$ cat src/rtl/data_mem_port.sv
// ---------------------------------------------------------------------------
// data_mem_port
//   Bridges the load/store control stage to a word-wide synchronous data SRAM.
//   Converts a byte-addressed load/store of 1, 2 or 4 bytes into SRAM word
//   accesses with byte enables and lane-shifted write data, and returns
//   right-justified, zero-extended load data.
//
//   Optional feature macro: MEM_SPLIT_EN
//     defined   : word-crossing requests run as two SRAM beats (w, w+1)
//     undefined : word-crossing requests are rejected with err
//
// Ports
//   clk, reset          clock, synchronous active-high reset
//   load, store         request strobes (sampled only while idle)
//   xfer_size[2:0]      byte count: 1, 2 or 4
//   addr[31:0]          byte address
//   wr_data[31:0]       right-justified store data
//   busy                high whenever an access is in flight
//   rd_valid            one-cycle pulse, rd_data valid
//   rd_data[31:0]       right-justified, zero-extended load data
//   err                 one-cycle pulse, request rejected
//   mem_en, mem_we      SRAM strobe / write enable
//   mem_addr[ADDR_W-1:0] SRAM word address
//   mem_be[3:0]         byte enables, bit i = lane i
//   mem_wdata[31:0]     lane-aligned write data
//   mem_rdata[31:0]     SRAM read data, valid the cycle after a read strobe
// ---------------------------------------------------------------------------
module data_mem_port #(
    parameter int unsigned ADDR_W = 30
) (
    input  logic              clk,
    input  logic              reset,
    input  logic              load,
    input  logic              store,
    input  logic [2:0]        xfer_size,
    input  logic [31:0]       addr,
    input  logic [31:0]       wr_data,
    output logic              busy,
    output logic              rd_valid,
    output logic [31:0]       rd_data,
    output logic              err,
    output logic              mem_en,
    output logic              mem_we,
    output logic [ADDR_W-1:0] mem_addr,
    output logic [3:0]        mem_be,
    output logic [31:0]       mem_wdata,
    input  logic [31:0]       mem_rdata
);

    typedef enum logic [1:0] {IDLE, ISSUE0, ISSUE1, CAPT} state_e;

    state_e state_q, state_d;

    // Latched request
    logic [ADDR_W-1:0] word_q;
    logic [1:0]        off_q;
    logic [2:0]        size_q;
    logic [31:0]       wdata_q;
    logic              is_load_q;
`ifdef MEM_SPLIT_EN
    logic              cross_q;
    logic [31:0]       beat0_q;
`endif

    // Output registers
    logic        rd_valid_q, rd_valid_d;
    logic [31:0] rd_data_q, rd_data_d;
    logic        err_q, err_d;

    // ---------------- request decode ----------------
    logic       req, one_dir, size_ok, crosses, legal, accept, reject;
    logic [3:0] end_byte;

    assign req      = load | store;
    assign one_dir  = load ^ store;
    assign size_ok  = (xfer_size == 3'd1) || (xfer_size == 3'd2) || (xfer_size == 3'd4);
    assign end_byte = {2'b00, addr[1:0]} + {1'b0, xfer_size};
    assign crosses  = end_byte > 4'd4;
`ifdef MEM_SPLIT_EN
    assign legal    = one_dir && size_ok;
`else
    assign legal    = one_dir && size_ok && !crosses;
`endif
    assign accept   = (state_q == IDLE) && legal;
    assign reject   = (state_q == IDLE) && req && !legal;

    // ---------------- lane math on latched request ----------------
    logic [3:0]  mask4;
    logic [31:0] byte_mask;

    always_comb begin
        case (size_q)
            3'd1:    mask4 = 4'b0001;
            3'd2:    mask4 = 4'b0011;
            default: mask4 = 4'b1111;
        endcase
    end

    assign byte_mask = {{8{mask4[3]}}, {8{mask4[2]}}, {8{mask4[1]}}, {8{mask4[0]}}};

`ifdef MEM_SPLIT_EN
    // Upper halves feed the second beat of a crossing access.
    logic [7:0]  be_all;
    logic [63:0] lanes;
    logic [63:0] rd_pair;
    logic [31:0] rd_window;
    assign be_all    = {4'b0000, mask4} << off_q;
    assign lanes     = {32'h0, wdata_q} << {off_q, 3'b000};
    assign rd_pair   = cross_q ? {mem_rdata, beat0_q} : {32'h0, mem_rdata};
    assign rd_window = rd_pair[{off_q, 3'b000} +: 32];
`else
    logic [3:0]  be_all;
    logic [31:0] lanes;
    logic [31:0] rd_window;
    assign be_all    = mask4 << off_q;
    assign lanes     = wdata_q << {off_q, 3'b000};
    assign rd_window = mem_rdata >> {off_q, 3'b000};
`endif

    // ---------------- FSM: state register ----------------
    always_ff @(posedge clk) begin
        if (reset) state_q <= IDLE;
        else       state_q <= state_d;
    end

    // ---------------- FSM: next state ----------------
    always_comb begin
        state_d = state_q;
        case (state_q)
            IDLE:   if (accept) state_d = ISSUE0;
            ISSUE0: begin
`ifdef MEM_SPLIT_EN
                if (cross_q)        state_d = ISSUE1;
                else
`endif
                if (is_load_q)      state_d = CAPT;
                else                state_d = IDLE;
            end
`ifdef MEM_SPLIT_EN
            ISSUE1: state_d = is_load_q ? CAPT : IDLE;
`endif
            CAPT:   state_d = IDLE;
            default: state_d = IDLE;
        endcase
    end

    // ---------------- FSM: outputs ----------------
    always_comb begin
        mem_en     = 1'b0;
        mem_we     = 1'b0;
        mem_addr   = '0;
        mem_be     = '0;
        mem_wdata  = '0;
        rd_valid_d = 1'b0;
        rd_data_d  = rd_data_q;
        err_d      = reject;
        case (state_q)
            ISSUE0: begin
                mem_en    = 1'b1;
                mem_we    = !is_load_q;
                mem_addr  = word_q;
                mem_be    = be_all[3:0];
                mem_wdata = is_load_q ? '0 : lanes[31:0];
            end
`ifdef MEM_SPLIT_EN
            ISSUE1: begin
                mem_en    = 1'b1;
                mem_we    = !is_load_q;
                mem_addr  = word_q + ADDR_W'(1);
                mem_be    = be_all[7:4];
                mem_wdata = is_load_q ? '0 : lanes[63:32];
            end
`endif
            CAPT: begin
                rd_valid_d = 1'b1;
                rd_data_d  = rd_window & byte_mask;
            end
            default: ;
        endcase
    end

    // ---------------- request capture and output registers ----------------
    always_ff @(posedge clk) begin
        if (reset) begin
            word_q     <= '0;
            off_q      <= '0;
            size_q     <= '0;
            wdata_q    <= '0;
            is_load_q  <= 1'b0;
`ifdef MEM_SPLIT_EN
            cross_q    <= 1'b0;
            beat0_q    <= '0;
`endif
            rd_valid_q <= 1'b0;
            rd_data_q  <= '0;
            err_q      <= 1'b0;
        end else begin
            if (accept) begin
                word_q    <= addr[ADDR_W+1:2];
                off_q     <= addr[1:0];
                size_q    <= xfer_size;
                wdata_q   <= wr_data;
                is_load_q <= load;
`ifdef MEM_SPLIT_EN
                cross_q   <= crosses;
`endif
            end
`ifdef MEM_SPLIT_EN
            // Beat0 read data arrives while the second beat is being issued.
            if (state_q == ISSUE1) beat0_q <= mem_rdata;
`endif
            rd_valid_q <= rd_valid_d;
            rd_data_q  <= rd_data_d;
            err_q      <= err_d;
        end
    end

    assign busy     = (state_q != IDLE);
    assign rd_valid = rd_valid_q;
    assign rd_data  = rd_data_q;
    assign err      = err_q;

endmodule

$ cat config.mk
export PLATFORM = sky130hd
export DESIGN_NAME = data_mem_port
export DESIGN_NICKNAME = d
export VERILOG_FILES = /design/src/rtl/data_mem_port.sv
export SDC_FILE = /design/constraint.sdc
export NUM_CORES = 1
export LEC_CHECK = 0
export BUFFER_PORTS_ARGS = -buffer_cell sky130_fd_sc_hd__buf_2
export CAP_MARGIN = 10
export CORE_AREA = 8 8 121 123
export CTS_CLUSTER_SIZE = 25
export DETAILED_ROUTE_END_ITERATION = 8
export DIE_AREA = 0 0 129 131
export PLACE_DENSITY = 0.8
export RECOVER_POWER = 100
export SLEW_MARGIN = 25
export SYNTH_ARGS = -nofsm -noshare
export SYNTH_HDL_FRONTEND = slang
export SYNTH_SLANG_ARGS = --single-unit
$ cat constraint.sdc
create_clock -name clk -period 2.3 [get_ports clk]
set_clock_uncertainty 0.2 [all_clocks]
set_input_delay 0.345 -clock clk [delete_from_list [all_inputs] [get_ports clk]]
set_output_delay 0.345 -clock clk [all_outputs]
set_load 0.03 [all_outputs]
======== Word-level counts from Yosys, hierarchy flattened ========
Cells that the tools add are included.
storage, ports and cells
  logic and storage cells ................. 48
  input bits .............................. 103
  register bits after elaboration ......... 104
  output and inout bits ................... 103
cells by class
  bitwise gates (word level) .............. 3
  add/subtract/negate cells ............... 1
  $lt $le $gt $ge ......................... 1
  reductions and logical operators ........ 12
  mux-type cells .......................... 11
  eq/ne operators ......................... 8
  shifts and indexed selects .............. 3
operators with widths
  operator                                                                         number
  32-bit 2-to-1 mux                                                                2
  32-bit AND                                                                       1
  32-bit by 5-bit << shifter with 32-bit output                                    1
  32-bit by 5-bit >> shifter with 32-bit output                                    1
  30-bit 2-to-1 mux                                                                1
  4-bit one-hot mux with 2 select lines                                            1
  3-bit by 1-bit == test with 1-bit output, second input constant                  2
  3-bit by 2-bit == test with 1-bit output, second input constant                  2
  1-bit logical AND                                                                5
  2-bit by 3-bit adder with 4-bit output                                           1
  4-bit by 3-bit greater-than comparator with 1-bit output, second input constant  1
  2-bit 2-to-1 mux                                                                 2
  4-bit 2-to-1 mux                                                                 1
  2-bit one-hot mux with 2 select lines                                            1
  4-bit by 2-bit << shifter with 4-bit output                                      1
  3-bit == test, second input constant                                             1
  1-bit zero test                                                                  3
  1-bit 2-to-1 mux                                                                 3
  2-bit by 1-bit == test with 1-bit output, second input constant                  1
  2-bit == test, second input constant                                             1
  2-bit zero test                                                                  1
  1-bit logical OR                                                                 2
  2-bit inequality test, second input constant                                     1
  2-bit nonzero test                                                               1
  other kinds (2)                                                                  2

======== Depth between registers and ports, before layout ========
  depth in word-level cells ............... 8
  mapped depth ............................ 8
  gate-level depth less buffers ........... 6

======== Least setup slack after synthesis ========
No wires, ideal clock.
  path type ............................... register to output
  from .................................... reg off_q[0]
  to ...................................... out mem_be[2]
  arrival time ............................ 2.001 ns
  data required time ...................... 1.755 ns
  stages on the path, launching flop included .. 6
  buffers on the path ..................... 3
  slack ................................... -0.246 ns
  path through ............................ dfxtp_1 buf_2 buf_2 clkbuf_1 o21ai_0 a221oi_1
between the ends
  longest elaborated chain between the ends .. 2
RTL lines
  element                                      RTL line  text
  from (decl)                                  56        logic [1:0] off_q;
  from (signal assigned)                       200       off_q <= addr[1:0];
  4-bit by 2-bit << shifter with 4-bit output  115       assign be_all = mask4 << off_q;
  4-bit 2-to-1 mux                             157       case (state_q)
  to (decl)                                    45        output logic [3:0] mem_be,
Every way passes these cells.

======== Worst setup path after layout ========
  from .................................... reg off_q[1]
  to ...................................... out mem_wdata[15]
between the ends
  longest elaborated chain between the ends .. 3
RTL lines
  element                                        RTL line  text
  32-bit by 5-bit << shifter with 32-bit output  116       assign lanes = wdata_q << {off_q, 3'b000};
  32-bit 2-to-1 mux                              163       mem_wdata = is_load_q ? '0 : lanes[31:0];
  32-bit 2-to-1 mux                              157
  to (decl)                                      46        output logic [31:0] mem_wdata,
Every way passes these cells.

==> metrics.csv <==
stage,metric,value,unit
global_route,grt_overflow_total,0,
floorplanning,ios,206,
run_status,status,"complete, no violations",
final_layout,regArea,2090,sq um
setup_path,cp_slowest_cell,or3_4,
cts,clk_latency,340,ps
sta,fmax,0.442,GHz
place,hpwl,12.4,mm
sta,period_minus_slack,2260,ps
setup_path,setup.worst_path.class,reg -> out,
drt,drc,0,
final_layout,layout.nets,931,
run,maxCapViolations,0,
floorplanning,die_w,129,um
global_route,grt_pass1_wl,24.9,mm
power_and_ir_drop,clockPowerShare,0.371,
sta,setup_violations,0,
yosys,yosys.cell_types.count,37,
setup_path,startpoint_type,flip-flop,
power_and_ir_drop,p_int,2.95,mW
sta,hold_violations,0,
power_and_ir_drop,seq_power_share,0.468,
cts,clockBufferDepth,2,
power_and_ir_drop,p_total,4.10,mW
final_layout,fillers,1177,
floorplanning,start_util,0.437,
yosys,synth_area,5620,sq um
setup_path,worstPathCellList,buf_12 -> or3_4 -> nor2_1 -> buf_2,
cts,htree_num_levels,3,
drt,vias,5025,
setup_path,timing.rr.end,rd_data[28],
power_and_ir_drop,p_comb_frac,0.161,
final_layout,area_delta_synth_final,30.2,%
yosys,synth_sequential_area_ratio,0.370,
yosys,syn_nets,738,
global_route,grt_max_degree,48,
yosys,synth_seq_cells,104,
drt,ant_nets,0,
final_layout,drive_gt1_frac,0.283,
setup_path,crit_start,off_q[1],
setup_path,crit_cells,4,
drt,via_per_inst,5.00,
place,numPortBuffers,205,
hold_path,hp-class,in -> reg,
place,gp_congestion,0.858,
cts,ctsHoldBuffers,0,
global_route,grt_pass1_vias,4821,
floorplanning,die_area,16900,sq um
drt,wl_per_cell,16.2,um
floorplanning,core-area,12900,sq um
sta,fin_crit_sh,0.983,
sta,maxSlewViolCount,0,
setup_path,r2r_slack,210,ps
setup_path,critPathMaxFanout,45,
setup_path,r2r_start,state_q[0],
drt,drtIter0Drc,365,
setup_path,reg2reg_depth,6,
setup_path,cp.required,1750,ps
yosys,syn_inst,631,
setup_path,critical_path.max_stage_delay,460,ps
cts,clk_pin_slew,80,ps
floorplanning,rows,42,
setup_path,path_delay_family,simple AND/OR/NAND/NOR gates,
yosys,syn_area_per_cell,8.91,sq um
power_and_ir_drop,power_per_cell_area,560,nW/um^2
cts,clock-root-buffer,clkbuf_16,
cts,post_cts.repair.setup_buffers,0,
cts,cts_tree,built,
setup_path,cp.arrival,1720,ps
power_and_ir_drop,p_leak,2.93,nW
sta,setup_ws,39.5,ps
setup_path,endpoint_kind,primary output,
final_layout,utilization,0.569,
power_and_ir_drop,p_switching,1.15,mW
final_layout,multi_input_area,3370,sq um
cts,clock_sinks,104,
power_and_ir_drop,ir_drop,333,uV
sta,worstMarginPinSlew,724,ps
cts,cts_inserted_buffers,9,
yosys,ys_warn_count,0,
floorplanning,die_h,131,um
global_route,grt_use_total,0.185,
drt,first_pass_iters,4,
global_route,antenna_found_initial,0,
sta,slew_headroom,0.517,
drt,wirelength,16.2,mm
final_layout,n_antenna_cell,0,
place,pre_cts_slack,-237,ps
setup_path,critPathBufInv,2,
power_and_ir_drop,switching_share,0.280,
setup_path,endpoint,mem_wdata[15],
## power groups by stage
stage                     registers (mW)  logic, mW  clock network [mW]
after floorplan                     1.94      0.419                   0
after global placement              1.95      0.654                   0
after detailed placement            1.95      0.662                   0
after CTS                           1.91      0.666                1.56
after global routing                1.92      0.718                1.64
final                               1.92      0.660                1.52
## routing by layer
metal | routed length (um) | track usage | share of wire
met5 | 0 | 0 | 0
met4 | 189 | 0.0477 | 0.012
met3 | 998 | 0.0487 | 0.061
met1 | 7480 | 0.242 | 0.46
met2 | 7570 | 0.294 | 0.47
## cell usage in the layout, fill, tap and decap left out, types with 6 or more instances in the layout
cell,count
buf_12,8
nand2b_1,139
clkbuf_16,10
o2bb2ai_1,7
buf_2,115
inv_1,6
a211oi_1,7
clkbuf_2,54
nand2_1,20
dfxtp_1,102
o211ai_1,8
nor2b_1,8
and2_1,39
nor2_1,52
a22oi_1,23
clkbuf_1,37
buf_4,15
a211oi_2,10
mux2i_1,101
a21oi_1,17
## cells in the mapped netlist
library cell | count | area, sq um
and2_1 | 39 | 244
nor3b_1 | 1 | 7.51
o21ai_0 | 3 | 15.0
clkbuf_1 | 34 | 128
nor2_1 | 52 | 195
buf_1 | 4 | 15.0
a22oi_1 | 23 | 173
nand2_1 | 20 | 75.1
inv_1 | 6 | 22.5
a2111oi_2 | 1 | 15.0
a211oi_1 | 17 | 128
a2111o_1 | 1 | 11.3
mux2_2 | 8 | 90.1
fa_1 | 1 | 20.0
nor2b_1 | 9 | 56.3
ha_1 | 3 | 37.5
buf_4 | 1 | 7.51
a31oi_1 | 4 | 25.0
nor4_1 | 1 | 6.26
o2bb2ai_1 | 7 | 61.3
or2_1 | 1 | 6.26
buf_2 | 9 | 45.0
a21oi_1 | 17 | 85.1
buf_6 | 2 | 22.5
mux2i_1 | 101 | 1010
o22ai_1 | 1 | 6.26
dfxtp_1 | 104 | 2080
a221oi_1 | 1 | 8.76
xor2_1 | 2 | 17.5
nand2b_1 | 140 | 876
clkinv_1 | 1 | 3.75
o211ai_1 | 8 | 60.1
clkbuf_2 | 1 | 5.00
nor3_1 | 5 | 25.0
a21o_1 | 1 | 7.51
or3_1 | 1 | 6.26
nor4_4 | 1 | 21.3
## tightest hold or removal path: cells and delay by family
family | cells | cell delay [ps]
buffers and inverters | 1 | 100
multiplexers | 1 | 60
AND/OR/NAND/NOR | 1 | 50
## flip-flops by register name, summed over array words and instances, names as in the netlist
name	count
wdata_q	32
rd_data	32
word_q	30
rd_valid	1
err	1
state_q	2
size_q	3
off_q	2
is_load_q	1
## stage by stage
stage | setup TNS (ps) | hold slack (ps) | cells | cell area, sq um
floorplan | -18.6 | 244 | 631 | 5670
global placement | -8450 | 240 | 988 | 7020
detailed placement | -11920 | 246 | 988 | 7020
CTS | 0 | 40.0 | 1004 | 7330
global route | -16.7 | 52.1 | 1005 | 7320
finish | 0 | 50.1 | 1005 | 7320
## logic make-up after synthesis
group                    after synthesis  synth area share
XOR/XNOR                               2           0.00312
flip-flops                           104             0.370
AO/OA/AOI/OAI                         84             0.106
adder cells (fa/ha/maj)                4            0.0102
AND/OR/NAND/NOR                      270             0.270
buffers and inverters                 58            0.0443
multiplexers                         109             0.196
## area by class of cell
| cell class | instances | area share |
|---|---|---|
| Multi-Input combinational cell | 469 | 0.461 |
| Inverter | 7 | 0.00359 |
| Sequential cell | 104 | 0.285 |
| Clock inverter | 7 | 0.00991 |
| Tap cell | 176 | 0.0301 |
| Timing Repair Buffer | 233 | 0.180 |
| Clock buffer | 9 | 0.0308 |
## worst min-delay path by stage
stage / startpoint / end / slack, ps / cells after the start
6_report: addr[10] / word_q[8] / 50 / 3
5_1_grt: addr[18] / word_q[16] / 50 / 3
4_1_cts: addr[18] / word_q[16] / 40 / 3
3_5_place_dp: rd_data[0] / rd_data[0] / 250 / 2
3_3_place_gp: rd_data[6] / rd_data[6] / 240 / 2
2_1_floorplan: word_q[0] / word_q[0] / 240 / 2
## timing repair
item / CTS / global route
endpoints found under the hold margin: 0 / 0
gates cloned: 0 / 1
resized for setup: 3 / 11
endpoints found under the setup margin: 14 / 24
Power figures use the tool's default switching activity.
